<file path="src/rtl/irq_ctrl.sv">
// Edge-triggered interrupt controller with masked priority select
// and a three-state ack/eoi handshake to the host.
module irq_ctrl #(
  parameter int DATA_WIDTH = 4,
  parameter int ID_WIDTH   = 2
) (
  input  logic                  clk,
  input  logic                  rst,
  input  logic [DATA_WIDTH-1:0] int_req,
  input  logic [DATA_WIDTH-1:0] int_mask,
  input  logic                  irq_ack,
  input  logic                  irq_eoi,
  output logic                  irq_out,
  output logic [ID_WIDTH-1:0]   irq_id,
  output logic                  in_service,
  output logic [DATA_WIDTH-1:0] pending
);

  localparam logic [1:0] IDLE    = 2'd0;
  localparam logic [1:0] ASSERT  = 2'd1;
  localparam logic [1:0] SERVICE = 2'd2;

  logic [1:0]            state;
  logic [DATA_WIDTH-1:0] prev_req;
  logic [DATA_WIDTH-1:0] req_edge;
  logic [DATA_WIDTH-1:0] eligible;
  logic [DATA_WIDTH-1:0] clr_vec;
  logic [ID_WIDTH-1:0]   sel_id;
  logic                  take_ack;

  assign req_edge = int_req & ~prev_req;
  assign eligible = pending & ~int_mask;
  assign take_ack = (state == ASSERT) && irq_ack;

  // Ascending scan so the highest eligible index wins
  always_comb begin
    sel_id = '0;
    for (int i = 0; i < DATA_WIDTH; i++) begin
      if (eligible[i]) sel_id = ID_WIDTH'(i);
    end
  end

  always_comb begin
    clr_vec = '0;
    if (take_ack) clr_vec[irq_id] = 1'b1;
  end

  always_ff @(posedge clk) begin
    if (rst) begin
      state      <= IDLE;
      prev_req   <= '0;
      pending    <= '0;
      irq_out    <= 1'b0;
      irq_id     <= '0;
      in_service <= 1'b0;
    end else begin
      prev_req <= int_req;
      // A fresh edge beats the ack clear on the same line
      pending  <= (pending & ~clr_vec) | req_edge;
      unique case (state)
        IDLE: begin
          if (|eligible) begin
            state   <= ASSERT;
            irq_id  <= sel_id;
            irq_out <= 1'b1;
          end
        end
        ASSERT: begin
          if (irq_ack) begin
            state      <= SERVICE;
            irq_out    <= 1'b0;
            in_service <= 1'b1;
          end
        end
        SERVICE: begin
          if (irq_eoi) begin
            state      <= IDLE;
            in_service <= 1'b0;
          end
        end
        default: begin
          state      <= IDLE;
          irq_out    <= 1'b0;
          in_service <= 1'b0;
        end
      endcase
    end
  end

endmodule

</file>
<file path="config.mk">
export PLATFORM = sky130hd
export DESIGN_NAME = irq_ctrl
export DESIGN_NICKNAME = d
export VERILOG_FILES = /design/src/rtl/irq_ctrl.sv
export SDC_FILE = /design/constraint.sdc
export NUM_CORES = 1
export LEC_CHECK = 0
export ABC_AREA = 1
export CORE_UTILIZATION = 29
export CTS_CLUSTER_DIAMETER = 40
export DETAILED_ROUTE_END_ITERATION = 8
export SLEW_MARGIN = 25
export SYNTH_ARGS = -nofsm -noshare
export SYNTH_HDL_FRONTEND = slang
export SYNTH_SLANG_ARGS = --single-unit
export TNS_END_PERCENT = 5
</file>
<file path="constraint.sdc">
create_clock -name clk -period 0.9 [get_ports clk]
set_input_delay 0.09 -clock clk [delete_from_list [all_inputs] [get_ports clk]]
set_output_delay 0.09 -clock clk [all_outputs]
set_load 0.02 [all_outputs]
</file>
==> qor.csv <==
metric;value;unit
post_synth_instance_area;584;um2
worstSetupPathType;flop to flop;
setup.reg_to_reg.worst_slack;-0.05;ns
vdd_drop_max;0.873;mV
power_density_over_the_cells;1670;mW/mm2
global_route.usage.met1;0.161;
syn_area_per_cell;7.49;um2
timing.critical_path.required;1.07;ns
fp.dieW;46.9;um
drtAntennaViolNets;0;
warnings_from_yosys;0;
area_delta_synth_final;54.6;%
syn_inst;78;
holdPathStages;3;
setup_tns;-0.104;ns
worst_hold_path_type;input pin to flop;
cts_buffers;3;
total_vias_in_the_final_route;557;
grt_antenna_before_repair;0;
unrepaired_setup_endpoints_after_global_routing;true;
fin_ws;-0.0540;ns
multi_input_comb_area;287;um2
drt_drc_violations_left;0;
synth_top_area_cell;sky130_fd_sc_hd__dfxtp_1;
via_count_of_the_first_global_routing_pass;498;
grt.met2_usage;0.203;
hpwlAfterDp;922;um
post-synth-top-area-fraction;0.480;
clk_pin_slew_worst_paths;0.08;ns
final-max-slew-violation-count;0;
synthTopCellsByArea;sky130_fd_sc_hd__dfxtp_1, sky130_fd_sc_hd__nand2_1, sky130_fd_sc_hd__inv_1;
fmax;1050;MHz
vias_per_inst;4.25;
worst_slew_margin_rel;0.875;
diodes;0;
critical_path.slowest_cell;sky130_fd_sc_hd__dfxtp_2;
dr.pass1.iters;4;
finalCritPeriodShare;1.06;
finalWorstPathRequiredPeriod;0.954;ns
clock-skew-final;0.00190;ns
worstPathArrival;1.12;ns
r2r-start;pending[1];
numClockSinks;14;
report.final.setup_viol;3;
root_cell_of_the_clock_tree;sky130_fd_sc_hd__clkbuf_4;
clk_path_buf_depth;2;
final_hold_viol_count;0;
crit_path_cell_trace;buf_6 > nand2_2 > nand2_2 > nand2_4 > a21oi_1 > nor2_1;
clk_latency;0.27;ns
tritoncts;yes;
grt_usage;0.129;
first_pass_grt_wire_length;1970;um
worstSetupEndpointType;flop;
io_buffers;19;
failed_checks;setup timing;
starting_density_of_the_core;0.324;
rows;15;
ys_seq_area_frac;0.480;
seq_area;294;um2
cts_post_setup_buffers_inserted;0;
nets;120;
worstHoldStart;int_req[2];
dr.first_iter.drc_count;8;
design.die.area;0.00220;mm2
synth_nets;90;
htreeDepth;1;
grt_max_degree;12;
grt_remaining_overflow;0;
timing.max_cap.violations;0;
avgRoutedWirePerCell;9.38;um
leakage;0.456;nW
worstPathMaxFanout;5;
critical_path.max_stage_delay;0.34;ns
fillers;188;
path_common_cell;sky130_fd_sc_hd__nand2_2;
ios;20;
synth.ff_latch_count;14;
timing.hold.ws;0.369;ns
r2r.worst_path.cells;6;
detail_route.wirelength;1230;um
fp.coreArea;0.00180;mm2
drive_gt1_frac;0.396;
ctsHoldBuffers;0;
grt.busiest_layer;met2;
globalRouteMet3Util;0.0346;
die_h;46.9;um
place.gp.congestion;0.752;
worstReg2RegEnd;irq_id[0];
whs_endpoint;prev_req[2];
critPathLaunchType;flop;
post_synth_num_cell_types;16;
timing_worst_slew_pin_value;0.186;ns
run_status;complete, but fails checks;
-- synth_stat cells, drive strengths merged --
cell type,count
a21oi,4
inv,15
nand2,23
nor2,4
clkbuf,1
o22ai,2
o21ai,4
nand3,9
nor3,2
dfxtp,14
-- power breakdown --
part / switching, mW / total, mW / internal (mW)
clock network: 0.187 / 0.341 / 0.155
logic: 0.234 / 0.434 / 0.199
registers: 0.0455 / 0.733 / 0.687
-- how the worst max path moves through the flow --
stage	startpoint	to	slack [ns]
after floorplan	irq_id[0]	pending[1]	-0.03
after global placement	irq_ack	pending[2]	-0.27
after detailed placement	irq_ack	pending[2]	-0.27
after CTS	pending[2]	state[0]	-0.08
after global routing	pending[1]	state[0]	-0.11
final	pending[1]	irq_id[0]	-0.05
-- cell families after synthesis --
| family | synth area share |
|---|---|
| flops | 0.480 |
| compound gates | 0.103 |
| buf+inv | 0.120 |
| simple gates | 0.298 |
-- registers in the layout (all words and copies together), names as in the netlist --
register / count
irq_out: 1
in_service: 1
prev_req: 4
state: 2
irq_id: 2
pending: 4
-- stage by stage --
stage          utilization  setup WS [ns]  instance area [um2]  cells  total power, mW
2_1_floorplan            -        -0.0287                  589     78            0.958
3_3_place_gp         0.472         -0.267                  850    128             1.16
3_5_place_dp         0.472         -0.271                  850    128             1.16
4_1_cts              0.487        -0.0778                  877    131             1.51
5_1_grt              0.501         -0.106                  903    131             1.62
6_report             0.501        -0.0540                  903    131             1.51
-- per-layer routing --
layer  part of all wire  wire length, um
met1               0.45              555
met2               0.47              583
met5                  0                0
met3              0.056               69
met4              0.016               20
-- area by class of cell --
type	instances	area share
flip-flops and latches	14	0.325
multi-input cells	48	0.317
repair buffers	26	0.235
inverters	15	0.0623
well taps	25	0.0346
clock buffers	3	0.0249
-- worst max-delay path, delay by kind of cell, from the launching register on --
family | cells | cell delay [ns]
flops | 1 | 0.34
simple gates | 4 | 0.24
compound gates | 1 | 0.17
buf+inv | 1 | 0.10
-- what timing repair did --
item                                    in CTS  in global routing
resized for setup                           42                 14
pin swaps                                    6                  4
endpoints found under the setup margin      18                 15
endpoints found under the hold margin        0                  0
-- layout by cell type, fill, tap and decap left out, drive strengths merged --
cell type	n
buf	15
dfxtp	14
clkdlybuf4s50	11
inv	15
nor3	2
o22ai	2
a21oi	4
o21ai	4
nand3	9
nor2	4
nand2	23
clkbuf	3
Note: power is estimated with default switching activity, not from simulation.
